### config.mk
export PLATFORM = sky130hd
export DESIGN_NAME = button_debounce_array_flat
export DESIGN_NICKNAME = d
export VERILOG_FILES = /design/src/rtl/button_debounce_array_if.sv /design/src/rtl/button_debounce_array.sv /design/src/flat_wrapper.sv
export SDC_FILE = /design/constraint.sdc
export NUM_CORES = 1
export LEC_CHECK = 0
export ABC_CLOCK_PERIOD_IN_PS = 1400
export BUFFER_PORTS_ARGS = -buffer_cell sky130_fd_sc_hd__buf_2
export CORE_AREA = 2 2 89 48
export CTS_CLUSTER_SIZE = 20
export DETAILED_ROUTE_END_ITERATION = 16
export DIE_AREA = 0 0 91 50
export PLACE_DENSITY = 0.67
export SYNTH_ARGS = -nofsm -noshare
export SYNTH_HDL_FRONTEND = slang
export SYNTH_SLANG_ARGS = --single-unit
export TNS_END_PERCENT = 5
### constraint.sdc
create_clock -name i_clk -period 1.4 [get_ports i_clk]
set_clock_uncertainty 0.05 [all_clocks]
set_input_delay 0.14 -clock i_clk [delete_from_list [all_inputs] [get_ports i_clk]]
set_output_delay 0.14 -clock i_clk [all_outputs]
set_load 0.005 [all_outputs]
### src/rtl/button_debounce_array_if.sv
// button_debounce_array_if: sample strobe, raw buttons and conditioned outputs of button_debounce_array.
interface button_debounce_array_if #(
    parameter int N_CH = 6
);
    logic            i_ena;
    logic [N_CH-1:0] i_btn;
    logic [N_CH-1:0] o_level;
    logic [N_CH-1:0] o_press_pulse;
    logic [N_CH-1:0] o_release_pulse;
    logic [N_CH-1:0] o_repeat_pulse;
    modport master (
        output i_ena, i_btn,
        input  o_level, o_press_pulse, o_release_pulse, o_repeat_pulse
    );
    modport slave (
        input  i_ena, i_btn,
        output o_level, o_press_pulse, o_release_pulse, o_repeat_pulse
    );
endinterface

### src/rtl/button_debounce_array.sv
// button_debounce_array: per-channel sync, strobe-based debounce and press/release pulses.
// Hold-to-repeat pulses are built only when DEBOUNCE_AUTOREPEAT_EN is defined.
module button_debounce_array #(
    parameter int              N_CH        = 6,
    parameter int              STABLE_CNT  = 3,
    parameter int              REPEAT_DLY  = 60,
    parameter int              REPEAT_RATE = 12,
    parameter logic [N_CH-1:0] ACT_LOW     = '0
) (
    input logic                    i_clk,
    input logic                    i_reset,
    button_debounce_array_if.slave bus
);
    localparam int CW = $clog2(STABLE_CNT + 1);
    logic [N_CH-1:0] sync1, sync2, s, level, done, press_p, rel_p;
    logic [CW-1:0]   cnt [N_CH];
    assign s = sync2 ^ ACT_LOW;
    // done: this strobe completes STABLE_CNT consecutive samples disagreeing with the level
    always_comb begin
        for (int i = 0; i < N_CH; i++)
            done[i] = bus.i_ena && s[i] != level[i] && cnt[i] == CW'(STABLE_CNT - 1);
    end
    always_ff @(posedge i_clk) begin
        if (i_reset) begin
            sync1   <= '0;
            sync2   <= '0;
            level   <= '0;
            press_p <= '0;
            rel_p   <= '0;
            for (int i = 0; i < N_CH; i++) cnt[i] <= '0;
        end else begin
            sync1   <= bus.i_btn;
            sync2   <= sync1;
            level   <= level ^ done;
            press_p <= done & ~level;
            rel_p   <= done & level;
            for (int i = 0; i < N_CH; i++)
                if (bus.i_ena) cnt[i] <= (s[i] == level[i] || done[i]) ? '0 : cnt[i] + CW'(1);
        end
    end
    assign bus.o_level         = level;
    assign bus.o_press_pulse   = press_p;
    assign bus.o_release_pulse = rel_p;
`ifdef DEBOUNCE_AUTOREPEAT_EN
    localparam int RMAX = REPEAT_DLY > REPEAT_RATE ? REPEAT_DLY : REPEAT_RATE;
    localparam int RW   = $clog2(RMAX + 1);
    typedef enum logic [1:0] {IDLE, HOLD, REPEAT} state_t;
    state_t          st [N_CH], st_nx [N_CH];
    logic [RW-1:0]   rcnt [N_CH], rcnt_nx [N_CH];
    logic [N_CH-1:0] rep, rep_nx;
    always_ff @(posedge i_clk) begin
        if (i_reset) begin
            rep <= '0;
            for (int i = 0; i < N_CH; i++) begin
                st[i]   <= IDLE;
                rcnt[i] <= '0;
            end
        end else begin
            rep <= rep_nx;
            for (int i = 0; i < N_CH; i++) begin
                st[i]   <= st_nx[i];
                rcnt[i] <= rcnt_nx[i];
            end
        end
    end
    // a debounced edge overrides counting, so release never coincides with a repeat
    always_comb begin
        rep_nx = '0;
        for (int i = 0; i < N_CH; i++) begin
            st_nx[i]   = st[i];
            rcnt_nx[i] = rcnt[i];
            if (done[i]) begin
                st_nx[i]   = level[i] ? IDLE : HOLD;
                rcnt_nx[i] = '0;
            end else if (bus.i_ena && st[i] != IDLE) begin
                rep_nx[i]  = rcnt[i] == (st[i] == HOLD ? RW'(REPEAT_DLY - 1) : RW'(REPEAT_RATE - 1));
                rcnt_nx[i] = rep_nx[i] ? '0 : rcnt[i] + RW'(1);
                st_nx[i]   = rep_nx[i] ? REPEAT : st[i];
            end
        end
    end
    assign bus.o_repeat_pulse = rep;
`else
    localparam int unused_repeat_cfg = REPEAT_DLY + REPEAT_RATE;
    assign bus.o_repeat_pulse = '0;
`endif
endmodule

### src/flat_wrapper.sv
// flat-port wrapper written by rule: the top's interface ports become plain ports
module button_debounce_array_flat 
#(
    parameter int              N_CH        = 6,
    parameter int              STABLE_CNT  = 3,
    parameter int              REPEAT_DLY  = 60,
    parameter int              REPEAT_RATE = 12,
    parameter logic [N_CH-1:0] ACT_LOW     = '0
)
  (i_clk, i_reset, bus_i_ena, bus_i_btn, bus_o_level, bus_o_press_pulse, bus_o_release_pulse, bus_o_repeat_pulse);
  button_debounce_array_if #(.N_CH(N_CH)) bus_i ();
  input logic i_clk;
  input logic i_reset;
  input wire logic [$bits(bus_i.i_ena)-1:0] bus_i_ena;
  input wire logic [$bits(bus_i.i_btn)-1:0] bus_i_btn;
  output wire logic [$bits(bus_i.o_level)-1:0] bus_o_level;
  output wire logic [$bits(bus_i.o_press_pulse)-1:0] bus_o_press_pulse;
  output wire logic [$bits(bus_i.o_release_pulse)-1:0] bus_o_release_pulse;
  output wire logic [$bits(bus_i.o_repeat_pulse)-1:0] bus_o_repeat_pulse;
  assign bus_i.i_ena = bus_i_ena;
  assign bus_i.i_btn = bus_i_btn;
  assign bus_o_level = bus_i.o_level;
  assign bus_o_press_pulse = bus_i.o_press_pulse;
  assign bus_o_release_pulse = bus_i.o_release_pulse;
  assign bus_o_repeat_pulse = bus_i.o_repeat_pulse;
  button_debounce_array #(.N_CH(N_CH), .STABLE_CNT(STABLE_CNT), .REPEAT_DLY(REPEAT_DLY), .REPEAT_RATE(REPEAT_RATE), .ACT_LOW(ACT_LOW)) u_core (.i_clk(i_clk), .i_reset(i_reset), .bus(bus_i));
endmodule
Word level (Yosys, flattened, before mapping)
Memory sizes are Yosys's and may differ from the RTL's.
Cells that the tools add are included.
- $add $sub $neg: 6
- multiply operators: 0
- divide/modulo/power cells: 0
- order comparisons: 0
- equality and inequality tests: 18
- shift-type cells: 0
- mux-type cells: 17
- bitwise operators: 10
- reduce and logical (&&, ||, !) cells: 18
- operators with widths (kind ; number):
    2-to-1 mux 2 bit ; 12
    adder 2 x 1 -> 2 bit (second input constant) ; 6
    AND 6 bit ; 2
    equality test 2 bit (second input constant) ; 6
    logical AND 1 bit ; 12
    equality test 1 bit ; 6
    logical OR 1 bit ; 6
    != test 1 bit ; 6
    inverter 6 bit ; 1
    bitwise OR 1 bit ; 6
    bitwise XOR 6 bit ; 1
    2-to-1 mux 1 bit ; 5
- register bits after elaboration: 30
- latch bits: 0
- memory bits (writable): 12
- ROM bits: 0
- bits of input ports: 9
- word-level logic and storage cells: 75
- memories kept: 1
- memories (memory ; words ; bits a word ; rd ports ; clocked after memory_dff ; write ports ; RTL line ; source):
    u_core.cnt ; 6 ; 2 ; 6 ; 0 ; 6 ; button_debounce_array.sv:16 ; logic [CW-1:0] cnt [N_CH];

Logic depth before layout (Yosys ltp)
- word-level depth: 6
- mapped depth: 6
- depth with buffers taken out: 6

Worst setup path after synthesis
No wires, ideal clock.
- path kind: register to register
- from: mem u_core.cnt[0][10] (netlist name)
- to: reg u_core.level[5], in the netlist u_core.bus.o_level[5]
- library setup time: 0.064 ns
- arrival: 1.073 ns
- path slack: 0.213 ns
- cell stages (with the launch flop): 7
- path buffers: 0
- clock period less this slack: 1.187 ns
- cells stage by stage: edfxtp_1 inv_1 ha_1 nand2_1 nor2_1 ha_1 nor2_1
- RTL lines (item ; RTL line ; source):
    from (decl) ; button_debounce_array.sv:16 ;
    to (signal assigned) ; button_debounce_array.sv:34 ; level <= level ^ done;
    to (decl) ; button_debounce_array.sv:15 ; logic [N_CH-1:0] sync1, sync2, s, level, done, press_p, rel_p;

==> flow_metrics.env <==
export IMPL_status="completed"
export IMPL_post_route_period_util_pct=94.16
export IMPL_dp_hpwl_um=1856
export IMPL_cts_buffer_depth=2
export IMPL_drt_pass1_iterations=2
export IMPL_clkPwrFrac_pct=34.1
export IMPL_area_growth_syn_to_layout_pct=16.62
export IMPL_timing_setup_tns_ps=0
export IMPL_pin_count=33
export IMPL_leakage_nw=0.8368
export IMPL_cts_sinks=42
export IMPL_swShare_pct=22.08
export IMPL_vias=1019
export IMPL_cp_slowest_cell="edfxtp_1"
export IMPL_place_gp_congestion=0.6932
export IMPL_cts_inserted_buffers=5
export IMPL_p_comb_share_pct=5.5
export IMPL_hold_viol=0
export IMPL_routedWlPerCell_um=11.23
export IMPL_peakVddDrop_uv=613.6
export IMPL_startpoint="u_core.cnt[0][8]"
export IMPL_path_common_cell="ha_1"
export IMPL_final_fill_count=360
export IMPL_num_nets_final=203
export IMPL_cts_max_level=2
export IMPL_p_per_area_mw_per_mm2=1109
export IMPL_end_kind="flip-flop"
export IMPL_grt_overflow_total=0
export IMPL_cap_violations=0
export IMPL_multi_input_area_um2=630.6
export IMPL_cp_endpoint="u_core.bus.o_level[4]"
export IMPL_ys_ff_latch=42
export IMPL_start_util_pct=44.22
export IMPL_instances_no_fill=231
export IMPL_grt_pass1_wl_um=4478
export IMPL_whs_ps=10.17
export IMPL_grt_pass1_vias=1013
export IMPL_worstSetupStartpointType="flip-flop"
export IMPL_yosysUniqueCellTypes=16
export IMPL_arrival_ps=1490
export IMPL_grt_start_max_net_pins=21
export IMPL_clock_latency_ps=280
export IMPL_regArea_um2=960.9
export IMPL_finish_instance_area_mm2=0.001941
export IMPL_tritoncts="done"
export IMPL_die_area_mm2=0.004550
export IMPL_worstReg2RegStart="u_core.cnt[0][8]"
export IMPL_power_total_w=0.002152
export IMPL_syn_area_per_cell_um2=11.48
export IMPL_ant_nets=0
export IMPL_path_cells="inv_1 -> ha_1 -> nand2_1 -> nor2_2 -> ha_1 -> nor2_1"
export IMPL_drc=0
export IMPL_gr_usage_all_layers_pct=13.02
export IMPL_root_buffer="clkbuf_8"
export IMPL_p_sw_w=0.0004752
export IMPL_drive_above_1_share_pct=25.42
export IMPL_antenna_cells=0
export IMPL_drtIter0Drc=41
export IMPL_io_buffer_count=26
export IMPL_ys_warnings_count=0
export IMPL_reg2reg_depth=6
export IMPL_cp_max_fo=3
export IMPL_fmax_mhz=758.6
export IMPL_routed_wl_um=2593
export IMPL_synth_seq_area_share_pct=57.74
export IMPL_dp_cells=222
export IMPL_setup_viol_count_final=0
export IMPL_core_mm2=0.003764
export IMPL_slew_viol_final=0
export IMPL_hp_class="input pin to flip-flop"
export IMPL_power_frac_seq_pct=60.4
export IMPL_via_per_inst=4.411
export IMPL_post_cts_buffers=0
export IMPL_placed_cell_area_mm2=0.001827
export IMPL_p_int_w=0.001676
export IMPL_path_clk_slew_ps=80
export IMPL_synthCells=145
export IMPL_required_ps=1570
export IMPL_syn_area_mm2=0.001664
export IMPL_die_w_um=91
export IMPL_die_h_um=50
export IMPL_antenna_found_initial=0
export IMPL_rows=16
export IMPL_worstSetupPathType="flip-flop to flip-flop"
export IMPL_period_minus_slack_ps=1318
export IMPL_grt_setup_unrepaired="yes"
export IMPL_regToRegSetupSlack_ps=80
export IMPL_slowest_delay_ps=410
export IMPL_reg2reg_to="u_core.bus.o_level[4]"
-- stage by stage --
stage / utilization (%) / worst slack [ps]
final: 51.56 / 81.75
after global placement: 48.54 / 121.3
after global routing: 51.56 / -3.904
after CTS: 50.96 / 56.46
after floorplan: - / 212.6
after detailed placement: 48.54 / 79.82
-- cell usage in the layout (no fill, tap or decap), drive strengths merged --
cell type    count
dfxtp           30
buf             28
nor2b           24
ha              18
inv             12
nor4            12
edfxtp          12
nor2            12
xnor2            6
nand2            6
conb             6
clkbuf           6
clkinv           2
or2              1
nand2b           1
dlygate4sd3      1
-- power by group through the flow --
stage / registers (W) / clock network [W] / logic [W]
after floorplan: 0.00132 / 0 / 0.0000903
after global placement: 0.00133 / 0 / 0.000105
after detailed placement: 0.00133 / 0 / 0.000113
after CTS: 0.00130 / 0.000754 / 0.000116
after global routing: 0.00130 / 0.000815 / 0.000139
final: 0.00130 / 0.000733 / 0.000119
-- how the worst min path moves through the flow --
stage | depth (start not counted) | startpoint | end
final | 2 | bus_i_btn[4] | u_core.sync1[4]
after global routing | 2 | bus_i_btn[2] | u_core.sync1[2]
after CTS | 2 | bus_i_btn[2] | u_core.sync1[2]
after detailed placement | 2 | bus_i_btn[0] | u_core.sync1[0]
after global placement | 2 | bus_i_btn[4] | u_core.sync1[4]
after floorplan | 1 | i_reset | u_core.bus.o_release_pulse[3]
-- critical path, delay by kind of cell (launching register included) --
kind | cells | cell delay (ps)
fa+ha+maj | 2 | 430
simple gates | 3 | 300
flops | 1 | 410
buf+inv | 1 | 70
-- synth_stat cells, drive strengths merged --
master	instances	area [µm²]
nor2b	24	150.1
nand2	6	22.52
ha	18	225.2
clkbuf	2	7.510
nor2	12	45.04
inv	12	45.04
or2	1	6.260
nor4	12	75.07
buf	8	61.30
edfxtp	12	360.4
conb	1	3.750
xnor2	6	52.55
dfxtp	30	600.6
nand2b	1	8.760
-- state kept, by name (all words and copies together) (netlist names) --
| name | flops |
|---|---|
| u_core.cnt | 12 |
| u_core.bus.o_level | 6 |
| u_core.bus.o_press_pulse | 6 |
| u_core.bus.o_release_pulse | 6 |
| u_core.s | 6 |
| u_core.sync1 | 6 |
-- cell type report --
cell class                 count  share of cell area, %
multi-input combinational     86                  32.50
tap                           54                  3.482
sequential                    42                  49.52
clock inverter                 2                 0.4513
timing repair buffer          29                  7.995
inverter                      12                  2.321
clock buffer                   6                  3.740
-- metal layers --
| layer | track usage, % | vias up | wire length, µm | share of wire [%] |
|---|---|---|---|---|
| li1 | - | 520 | - | - |
| met1 | 15.33 | 478 | 1234 | 48 |
| met2 | 21.36 | 21 | 1176 | 45 |
| met3 | 6.116 | 0 | 182 | 7.0 |
| met4 | 4.040 | 0 | 0 | 0 |
| met5 | 0 | - | 0 | 0 |
-- cell families after synthesis --
| group | after synthesis | synth area share [%] |
|---|---|---|
| buffers and inverters | 22 | 6.842 |
| other | 1 | 0.2253 |
| adders and majority gates | 18 | 13.53 |
| DFF | 42 | 57.74 |
| and+or+nand+nor | 56 | 18.50 |
| xor gates and xnor gates | 6 | 3.158 |
-- repair_timing --
item | 4_1_cts | 5_1_grt
gates resized for setup | 0 | 9
hold buffers | 1 | 0
endpoints found under the hold margin | 1 | 0
endpoints found under the setup margin | 0 | 10
No activity file was read; power rests on OpenSTA's default activity.
